$ cat src/rtl/stream_rr_arbiter.sv
// stream_rr_arbiter: round-robin arbiter for NUM_REQ valid/ready streams
// feeding one registered valid/ready output stage.
// Optional burst mode is enabled with the STREAM_ARB_BURST_EN macro.
// In burst mode a granted requester keeps the grant for up to MAX_BURST
// consecutive beats. The default build rotates the grant after every beat.
module stream_rr_arbiter #(
    parameter int WIDTH     = 32,
    parameter int NUM_REQ   = 4,
    parameter int MAX_BURST = 4
) (
    input  logic                       clk,
    input  logic                       rst_n,
    input  logic [NUM_REQ-1:0]         in_valid,
    output logic [NUM_REQ-1:0]         in_ready,
    input  logic [NUM_REQ*WIDTH-1:0]   in_data,
    output logic                       out_valid,
    input  logic                       out_ready,
    output logic [WIDTH-1:0]           out_data,
    output logic [$clog2(NUM_REQ)-1:0] out_src
);

    localparam int IDXW = $clog2(NUM_REQ);

    // Reject unsupported configurations at elaboration time.
    if (NUM_REQ < 2 || NUM_REQ > 16 || MAX_BURST < 1 || MAX_BURST > 255) begin : g_bad_cfg
        $error("stream_rr_arbiter: unsupported NUM_REQ/MAX_BURST");
    end

    logic [IDXW-1:0]    ptr_q, ptr_d;
    logic               outValid_q;
    logic [WIDTH-1:0]   outData_q;
    logic [IDXW-1:0]    outSrc_q;
    logic [NUM_REQ-1:0] rrGrant;
    logic [IDXW-1:0]    rrIdx;
    logic [NUM_REQ-1:0] grant;
    logic [IDXW-1:0]    grantIdx;
    logic               load;
    logic               xfer;

    // Compute the index that follows i, wrapping from the last requester to 0.
    function automatic logic [IDXW-1:0] nextIdx(input logic [IDXW-1:0] i);
        return (i == IDXW'(NUM_REQ - 1)) ? '0 : i + IDXW'(1);
    endfunction

    assign load      = !outValid_q || out_ready;
    assign in_ready  = (rst_n && load) ? grant : '0;
    assign out_valid = outValid_q;
    assign out_data  = outData_q;
    assign out_src   = outSrc_q;

    // Find the first valid requester at or above ptr, wrapping around.
    always_comb begin
        logic            found;
        logic [IDXW-1:0] idx;
        rrGrant = '0;
        rrIdx   = '0;
        found   = 1'b0;
        for (int k = 0; k < NUM_REQ; k++) begin
            idx = IDXW'((int'(ptr_q) + k) % NUM_REQ);
            if (!found && in_valid[idx]) begin
                found        = 1'b1;
                rrGrant[idx] = 1'b1;
                rrIdx        = idx;
            end
        end
    end

`ifdef STREAM_ARB_BURST_EN
    typedef enum logic {ROTATE, HOLD} state_t;

    localparam logic [7:0] MaxBurstC = 8'(MAX_BURST);

    state_t          state_q, state_d;
    logic [IDXW-1:0] lock_q, lock_d;
    logic [7:0]      cnt_q, cnt_d;

    // Choose the grant source and sequence the burst lock and beat count.
    always_comb begin
        state_d  = state_q;
        lock_d   = lock_q;
        cnt_d    = cnt_q;
        ptr_d    = ptr_q;
        grant    = rrGrant;
        grantIdx = rrIdx;
        xfer     = load && (|rrGrant);
        case (state_q)
            ROTATE: begin
                if (xfer) begin
                    if (MAX_BURST > 1) begin
                        state_d = HOLD;
                        lock_d  = rrIdx;
                        cnt_d   = 8'd1;
                    end else begin
                        ptr_d = nextIdx(rrIdx);
                    end
                end
            end
            HOLD: begin
                grant           = '0;
                grant[lock_q]   = in_valid[lock_q];
                grantIdx        = lock_q;
                xfer            = load && in_valid[lock_q];
                if (load) begin
                    if (!in_valid[lock_q] || (cnt_q + 8'd1 == MaxBurstC)) begin
                        state_d = ROTATE;
                        ptr_d   = nextIdx(lock_q);
                        cnt_d   = 8'd0;
                    end else begin
                        cnt_d = cnt_q + 8'd1;
                    end
                end
            end
            default: begin
                state_d = ROTATE;
            end
        endcase
    end

    // Burst state, locked requester and beat count registers.
    always_ff @(posedge clk) begin
        if (!rst_n) begin
            state_q <= ROTATE;
            lock_q  <= '0;
            cnt_q   <= 8'd0;
        end else begin
            state_q <= state_d;
            lock_q  <= lock_d;
            cnt_q   <= cnt_d;
        end
    end
`else
    // Plain round-robin: the pointer moves past each requester that transfers.
    always_comb begin
        grant    = rrGrant;
        grantIdx = rrIdx;
        xfer     = load && (|rrGrant);
        ptr_d    = xfer ? nextIdx(rrIdx) : ptr_q;
    end
`endif

    // Pointer and output stage; the output only reloads when it is free or draining.
    always_ff @(posedge clk) begin
        if (!rst_n) begin
            ptr_q      <= '0;
            outValid_q <= 1'b0;
            outData_q  <= '0;
            outSrc_q   <= '0;
        end else begin
            ptr_q <= ptr_d;
            if (load) begin
                outValid_q <= xfer;
                if (xfer) begin
                    outData_q <= in_data[grantIdx*WIDTH +: WIDTH];
                    outSrc_q  <= grantIdx;
                end
            end
        end
    end

endmodule

$ cat config.mk
export PLATFORM = sky130hd
export DESIGN_NAME = stream_rr_arbiter
export DESIGN_NICKNAME = d
export VERILOG_FILES = /design/src/rtl/stream_rr_arbiter.sv
export SDC_FILE = /design/constraint.sdc
export NUM_CORES = 1
export LEC_CHECK = 0
export CAP_MARGIN = 25
export CORE_ASPECT_RATIO = 0.5
export CORE_MARGIN = 2
export CORE_UTILIZATION = 30
export DETAILED_ROUTE_END_ITERATION = 10
export SYNTH_ARGS = -nofsm -noshare
export SYNTH_HDL_FRONTEND = slang
export SYNTH_SLANG_ARGS = --single-unit
$ cat constraint.sdc
create_clock -name clk -period 2.77 [get_ports clk]
set_input_delay 0.554 -clock clk [delete_from_list [all_inputs] [get_ports clk]]
set_output_delay 0.554 -clock clk [all_outputs]
set_load 0.05 [all_outputs]
Yosys cells after proc, flatten, opt, wreduce, memory -nomap -nowiden
Cells that the tools add are included.
{"block": "totals", "reg_bits": 37, "latch_bits": 0, "ramBits": 0, "rom_bits": 0, "input_bits": 135, "output_inout_bits": 39, "wordCells": 66, "memories": 0}
{"block": "op_classes", "n_addsub": 4, "mul": 0, "div_mod_pow": 0, "magnitude_cmp": 8, "eq_ne": 1, "n_shift": 1, "n_mux": 29, "bitwise_logic": 3, "reduce_logical": 16}
{"operator": "$shiftx A128 B8 Y32", "n": 1}
{"operator": "$mux W4", "n": 5}
{"operator": "$lt A2 B3 Y1 const B", "n": 4}
{"operator": "$or A4 B4 Y4", "n": 3}
{"operator": "$mux W1", "n": 11}
{"operator": "$mux W2", "n": 5}
{"operator": "$logic_and A1 B1 Y1", "n": 9}
{"operator": "$bmux W1 S2", "n": 4}
{"operator": "$demux W1 S2", "n": 4}
{"operator": "$ge A2 B1 Y1 const B", "n": 4}
{"operator": "$add A2 B1 Y2 const B", "n": 2}
{"operator": "$add A2 B2 Y2 const B", "n": 2}
{"operator": "$logic_not A1 Y1", "n": 4}
{"operator": "$reduce_or A4 Y1", "n": 1}
{"operator": "$eq A2 B2 Y1 const B", "n": 1}
{"operator": "$reduce_and A2 Y1", "n": 1}
{"operator": "$logic_or A1 B1 Y1", "n": 1}

Logic depth before layout (Yosys ltp)
Gate-level depths: netlist (run 1).
{"block": "logic_depth", "word_depth": 15, "mapped_depth": 14, "depth_no_buf": 9}

Least setup slack after synthesis (run 1)
No wires, ideal clock.
{"block": "synth_path", "path_kind": "flip-flop to output port", "start": "reg ptr_q[0]", "end": "out in_ready[2]", "arrival_ns": 2.762, "t_required_ns": 2.216, "path_slack_ns": -0.546, "stages_incl_launch_ff": 10, "path_buffers": 2, "path_cell_list": "dfxtp_1 inv_2 buf_2 ha_1 buf_2 mux2i_1 nand3_1 a21o_1 a21o_1 a21oi_1"}
{"block": "synth_via", "elab_chain_cells": 13, "word_cells_on_any_way": 48, "cone_classes": "add/sub (3); order compare (8); mux (24); bitwise (3); reduce/logical (10)"}
{"item": "start, declared", "line_no": "29", "source": "logic [IDXW-1:0] ptr_q, ptr_d;"}
{"item": "start signal, assigned", "line_no": "149", "source": "ptr_q <= ptr_d;"}
{"item": "branches (longest 11 deep; another with $lt A2 B3 Y1)"}
{"item": "$mux W4 (*)", "line_no": "60", "source": "if (!found && in_valid[idx]) begin"}
{"item": "$mux W4 (*)", "line_no": "46", "source": "assign in_ready = (rst_n && load) ? grant : '0;"}
{"item": "end, declared", "line_no": "14", "source": "output logic [NUM_REQ-1:0] in_ready,"}
Every way passes the cells marked *. The select of a mux whose other input is x is not followed.

Worst setup path in the final report (run 1)
{"block": "layout_path", "start": "reg ptr_q[1]", "end": "out in_ready[2]"}
The elaborated chain is that of the path after synthesis.

==> flow_metrics.tcl, run 1 <==
set metrics [dict create \
    synth-main-ff-cell "sky130_fd_sc_hd__dfxtp_1" \
    globalRouteTotalUtil_pct 23.9 \
    synth_sequential_area_ratio_pct 15.9 \
    max_cap_violations 0 \
    detailedRoute.firstIterationViolations 561 \
    final.setup.tns_ns -0.180 \
    timing.critical_path.slowest_stage_cell "sky130_fd_sc_hd__a2111o_1" \
    max_slew.worst_pin.slew_ns 0.539 \
    detail_route.drc_violations 0 \
    nets 969 \
    top_level_ports 174 \
    asyncSetResetFlopFracSynth_pct 0 \
    design.core.area_sq_um 15300 \
    slew_headroom_pct 64.0 \
    clock_skew_ns 0.00969 \
    violations "setup timing" \
    drive_above_1_share_pct 17.1 \
    finalWorstSetupSlack_ns -0.0507 \
    worst_hold_path_type "reg -> reg" \
    clock_sink_count 37 \
    mostFrequentLayoutCell "sky130_fd_sc_hd__clkdlybuf4s50_1" \
    cp_data_arrival_time_ns 2.27 \
    cts-root-to-sink-buffers 2 \
    timing_hold_violations_final 0 \
    multiInputGateArea_sq_um 3570 \
    mostFrequentLayoutCells "164 x sky130_fd_sc_hd__clkdlybuf4s50_1, 104 x sky130_fd_sc_hd__nand2_1, 68 x sky130_fd_sc_hd__buf_4" \
    final_ant_viol_nets 0 \
    globalRoute.totalOverflow 0 \
    ys_warn_count 0 \
    min_period_over_period_pct 102 \
    reg2reg_from "ptr_q[0]" \
    grt_start_max_net_pins 71 \
    synthCells 647 \
    drt_pre_antenna_iters 5 \
    maxClockFrequency_mhz 355 \
    path_delay_family "simple AND/OR/NAND/NOR gates" \
    worst_skew_pair.late_latency_ns 0.29 \
    numCtsBuffers 5 \
    synth-edff-count 0 \
    syn_area_per_cell_sq_um 7.19 \
    path_clk_slew_ns 0.06 \
    timing_worst_setup_path_type "reg -> out" \
    die_area_sq_um 16600 \
    sequential_cell_area_in_the_final_layout_sq_um 746 \
    crit_path_max_incr_delay_ns 0.43 \
    timing.final.setup_violations 4 \
    synthToLayoutAreaGrowth_pct 61.1 \
    worstPathCellList "inv_2, ha_4, or3b_1, a2111o_1, nand2_2, nand2_1, a21oi_4, buf_12" \
    register_to_register_path_depth 12 \
    grt_setup_unrepaired "yes" \
    floorplan.initialDensity_pct 30.4 \
    dp_hpwl_mm 14.9 \
    routabilityCongestion 0.819 \
    result_of_the_run "complete, but fails checks" \
    critical_path_cell_count 8 \
    chipWidth_microns 180 \
    ctsHoldBuffers 0 \
    grt_pass1_wl_mm 32.5 \
    critical_path_buf_inv_count 2 \
    cp.required_ns 2.22 \
    vias 6213 \
    crit-reg2reg-capture "out_data[0]" \
    critical_path.endpoint "in_ready[2]" \
    cp-end-kind "output port" \
    critPathLaunch "ptr_q[1]" \
    postLayoutCoreUtil_pct 49.0 \
    cellLeakagePower_nw 2.74 \
    antenna_found_initial 1 \
    yosysTopAreaCell "sky130_fd_sc_hd__dfxtp_1" \
    cp-start-kind "register" \
    ys_ff_latch 37 \
    finalMaxSlewViolations 0 \
    vias_in_the_first_global_route 5988 \
    mappedNetlistArea_sq_um 4650 \
    chipHeight_microns 92.1 \
    worst_hold_path.num_cells 2 \
    clock-root-buffer "sky130_fd_sc_hd__clkbuf_16" \
    cts_tree "done" \
    synth_top_area_share_pct 15.9 \
    vias_per_cell 6.01 \
    fillers 1496 \
    depth_of_the_cts_h_tree 2 \
    syn_nets 789 \
    min_period_ns 2.82 \
    floorplan.rows 32 \
    avgRoutedWirePerCell_microns 20.2 \
    synth.distinct_cells 47 \
    final_routed_wirelength_mm 20.9 \
    vdd_ir_drop_max_mv 0.502 \
    pwr_density_nw_per_um2 1080 \
    port_buffers 173 \
    reg2reg_slack_ns 0.06 \
    main_area_contributors_after_synthesis "sky130_fd_sc_hd__dfxtp_1 16%, sky130_fd_sc_hd__nand2_1 8.8%, sky130_fd_sc_hd__mux2i_1 8.0%, sky130_fd_sc_hd__a32o_1 7.7%, sky130_fd_sc_hd__a41oi_1 6.0%" \
    critPathMaxFanout 4 \
]
## area by class of cell
class,count,share of cell area [%]
multi-input combinational,479,47.6
sequential,37,9.95
timing repair buffer,262,35.1
clock buffer,6,1.72
tap,204,3.41
inverter,42,2.10
antenna,1,0.0334
clock inverter,2,0.134
## where the power goes
group | leakage (nW) | internal, mW | switching [mW]
Combinational | 2.36 | 2.85 | 3.78
Clock | 0.0706 | 0.333 | 0.271
Sequential | 0.309 | 0.764 | 0.122
## Yosys cell counts (all sizes together) (4+ instances only)
master	count
a211oi	34
a21o	7
a21oi	12
a32o	36
a41oi	32
buf	32
clkbuf	57
dfxtp	37
ha	7
inv	42
mux2i	37
nand2	109
nand3	34
nand4	6
nor2b	4
o2111ai	32
o211ai	32
o21ai	32
o311ai	32
## logic make-up after synthesis
group	synth area share, %
AND/OR/NAND/NOR	16.5
flip-flops	15.9
multiplexers	9.65
AO/OA/AOI/OAI	44.3
adder cells (fa/ha/maj)	1.88
buffers and inverters	11.8
## worst register-to-register path, stage by stage (launching register included)
cell and delay, ns:
sky130_fd_sc_hd__dfxtp_4 0.35, sky130_fd_sc_hd__inv_2 0.04, sky130_fd_sc_hd__ha_4 0.28, sky130_fd_sc_hd__buf_8 0.14, sky130_fd_sc_hd__buf_6 0.10, sky130_fd_sc_hd__mux4_2 0.37
sky130_fd_sc_hd__a21oi_2 0.14, sky130_fd_sc_hd__a32o_2 0.24, sky130_fd_sc_hd__buf_6 0.11, sky130_fd_sc_hd__and4_4 0.23, sky130_fd_sc_hd__a21o_4 0.24, sky130_fd_sc_hd__clkbuf_16 0.21
sky130_fd_sc_hd__mux2i_1 0.19
## through the flow
step | instances | power (mW) | setup WS [ns] | cell area (sq um) | hold slack, ns
floorplan | 647 | 4.81 | -0.00515 | 4750 | 0.644
global placement | 1015 | 6.96 | -0.391 | 7140 | 0.448
detailed placement | 1015 | 7.05 | -0.348 | 7140 | 0.453
CTS | 1028 | 7.77 | -0.0393 | 7370 | 0.462
global route | 1033 | 8.59 | -0.114 | 7500 | 0.472
finish | 1033 | 8.12 | -0.0507 | 7500 | 0.454
## flip-flops by register name, indices dropped and copies added, names as in the netlist
name and cells:
out_data 32, out_src 2, out_valid 1, ptr_q 2
## how the worst min path moves through the flow
stage,startpoint,to,slack (ns)
CTS,out_src[1],out_src[1],0.46
finish,out_src[1],out_src[1],0.45
global placement,out_src[1],out_src[1],0.45
global route,out_src[1],out_src[1],0.47
floorplan,ptr_q[1],ptr_q[1],0.64
detailed placement,out_src[1],out_src[1],0.45
## repair_timing
action,in CTS,in global routing
endpoints found under the setup margin,30,39
pin swaps,15,4
resized for setup,24,12
setup buffers,7,1
gates cloned,0,3
## layer usage
metal  vias up  global-route usage (%)  wire length (microns)
met5         -                       0                      0
met4         0                    6.99                    455
met3        34                    3.57                   1440
met2       263                    38.2                   9580
met1      3011                    33.2                   9380
li1       2905                       -                      -
(Power assumes the default switching activity.)
==> run 2: changes to the inputs <==
--- a/config.mk
+++ b/config.mk
@@ -9,6 +9,7 @@
 export CORE_ASPECT_RATIO = 0.5
 export CORE_MARGIN = 2
 export CORE_UTILIZATION = 30
+export CTS_CLUSTER_DIAMETER = 150
 export DETAILED_ROUTE_END_ITERATION = 10
 export SYNTH_ARGS = -nofsm -noshare
 export SYNTH_HDL_FRONTEND = slang
==> results of run 2 <==
No change in the layout: final DEF, timing and power equal those of run 1.
==> run 3: changes to the inputs <==
--- a/config.mk
+++ b/config.mk
@@ -11,6 +11,7 @@
 export CORE_UTILIZATION = 30
 export CTS_CLUSTER_DIAMETER = 150
 export DETAILED_ROUTE_END_ITERATION = 10
+export MAX_ROUTING_LAYER = met4
 export SYNTH_ARGS = -nofsm -noshare
 export SYNTH_HDL_FRONTEND = slang
 export SYNTH_SLANG_ARGS = --single-unit
==> run 3 against run 2 <==
  * First-iteration DRC count is 16% higher
  * The run still ends with setup timing left
  * Global-route usage up 0.75 points
  * Highest routed layer unchanged
  * Critical path type unchanged
  * Via count decreased by 0.23%
==> flow_metrics.tcl, run 3 (synthesized netlist as in run 1, its figures left out) <==
set metrics [dict create \
    result_of_the_run "complete, but fails checks" \
    violations "setup timing" \
    slew_headroom_pct 64.3 \
    final_cell_area_sq_um 7500 \
    drt_pre_antenna_iters 5 \
    fin_cells 1033 \
    placed_cell_area_sq_um 7140 \
    nets 969 \
    mostFrequentLayoutCells "164 x sky130_fd_sc_hd__clkdlybuf4s50_1, 104 x sky130_fd_sc_hd__nand2_1, 68 x sky130_fd_sc_hd__buf_4" \
    detailedPlace.worstSlack_ns -0.348 \
    timing_hold_violations_final 0 \
    vias 6199 \
    vdd_ir_drop_max_mv 0.503 \
    internal-power_mw 3.95 \
    top_level_ports 174 \
    path_clk_slew_ns 0.06 \
    cp-end-kind "output port" \
    timing.final.setup_violations 4 \
    finalMaxSlewViolations 0 \
    clock_sink_count 37 \
    largest_reg_flops 32 \
    reg2reg_slack_ns 0.07 \
    clock-root-buffer "sky130_fd_sc_hd__clkbuf_16" \
    timing_worst_setup_path_type "reg -> out" \
    critPathMaxFanout 4 \
    port_buffers 173 \
    pwr_density_nw_per_um2 1080 \
    globalRouteTotalUtil_pct 24.6 \
    cp.required_ns 2.22 \
    switching_share_of_power_pct 51.4 \
    max_slew.worst_pin.slew_ns 0.534 \
    final.setup.tns_ns -0.184 \
    synthToLayoutAreaGrowth_pct 61.1 \
    dp.cells 1015 \
    finalWorstSetupSlack_ns -0.0537 \
    cts-root-to-sink-buffers 2 \
    cts_tree "done" \
    cellLeakagePower_nw 2.74 \
    numCtsBuffers 5 \
    grt_start_max_net_pins 71 \
    clock_skew_ns 0.00955 \
    worst_skew_pair.late_latency_ns 0.29 \
    floorplan.rows 32 \
    hold_worst_slack_ns 0.454 \
    cp-start-kind "register" \
    final_ant_viol_nets 0 \
    max_cap_violations 0 \
    grt_setup_unrepaired "yes" \
    grt_pass1_wl_mm 32.5 \
    chipHeight_microns 92.1 \
    vias_in_the_first_global_route 5959 \
    min_period_over_period_pct 102 \
    maxClockFrequency_mhz 354 \
    clockPowerShare_pct 7.3 \
    drive_above_1_share_pct 17.1 \
    final_routed_wirelength_mm 20.9 \
    floorplan.initialDensity_pct 30.4 \
    globalRoute.totalOverflow 0 \
    detailedRoute.firstIterationViolations 651 \
    dp_hpwl_mm 14.9 \
    antenna_found_initial 1 \
    register_to_register_path_depth 12 \
    avgRoutedWirePerCell_microns 20.2 \
    worst_hold_path.num_cells 2 \
    ctsHoldBuffers 0 \
    worstHoldEndpoint "out_src[1]" \
    chipWidth_microns 180 \
    mostFrequentLayoutCell "sky130_fd_sc_hd__clkdlybuf4s50_1" \
    power.share.sequential_pct 10.9 \
    vias_per_cell 6.00 \
    depth_of_the_cts_h_tree 2 \
    detail_route.drc_violations 0 \
    cp_data_arrival_time_ns 2.27 \
    combinationalPowerShare_pct 81.7 \
    min_period_ns 2.82 \
    routabilityCongestion 0.831 \
    reg2reg_from "ptr_q[0]" \
    timing.hold.worst.start "out_src[1]" \
    design.core.area_sq_um 15300 \
    worst_hold_path_type "reg -> reg" \
    crit-reg2reg-capture "out_data[0]" \
    die_area_sq_um 16600 \
    postLayoutCoreUtil_pct 49.0 \
    total_power_mw 8.12 \
    p_switching_mw 4.17 \
]
## run 3: area by class of cell
cell class / instances / area, sq um
repair buffers: 262 / 2630
multi-input cells: 479 / 3570
flip-flops and latches: 37 / 746
well taps: 204 / 255
clock inverters: 2 / 10.0
clock buffers: 6 / 129
fillers: 1494 / 7800
inverters: 42 / 158
diodes: 1 / 2.50
## run 3: how the worst max path moves through the flow
stage / from / endpoint / cells past startpoint / slack (ns)
detailed placement: in_valid[2] / out_data[1] / 7 / -0.35
global route: ptr_q[0] / in_ready[1] / 10 / -0.11
floorplan: ptr_q[0] / ptr_q[0] / 11 / -0.005
CTS: ptr_q[1] / in_ready[2] / 8 / -0.04
finish: ptr_q[1] / in_ready[2] / 8 / -0.05
global placement: in_valid[2] / out_data[1] / 7 / -0.39
## run 3: power groups by stage
stage	logic, mW	registers, mW	clock network, mW
finish	6.64	0.886	0.597
global route	7.06	0.912	0.631
CTS	6.27	0.890	0.617
detailed placement	6.15	0.894	0
global placement	6.07	0.894	0
floorplan	3.25	1.56	0
## run 3: critical path, stage by stage (launching register included)
cell and delay, ns:
sky130_fd_sc_hd__dfxtp_2 0.34, sky130_fd_sc_hd__inv_2 0.05, sky130_fd_sc_hd__ha_4 0.25, sky130_fd_sc_hd__or3b_1 0.36
sky130_fd_sc_hd__a2111o_1 0.43, sky130_fd_sc_hd__nand2_2 0.15, sky130_fd_sc_hd__nand2_1 0.11, sky130_fd_sc_hd__a21oi_4 0.16
sky130_fd_sc_hd__buf_12 0.15
## run 3: timing repair
item                                    4_1_cts  5_1_grt
hold endpoints to repair                      0        0
cloned                                        0        3
buffers inserted                              7        1
pin swaps                                    15        4
gates resized for setup                      24       12
endpoints found under the setup margin       30       39
## run 3: per-layer routing
layer	GRT usage (%)	wire length (microns)	vias to the layer above	part of all wire, %
met5	-	0	-	0
met2	38.2	9590	272	46
li1	-	-	2911	-
met4	6.99	467	0	2.2
met3	3.49	1340	38	6.4
met1	33.5	9460	2978	45
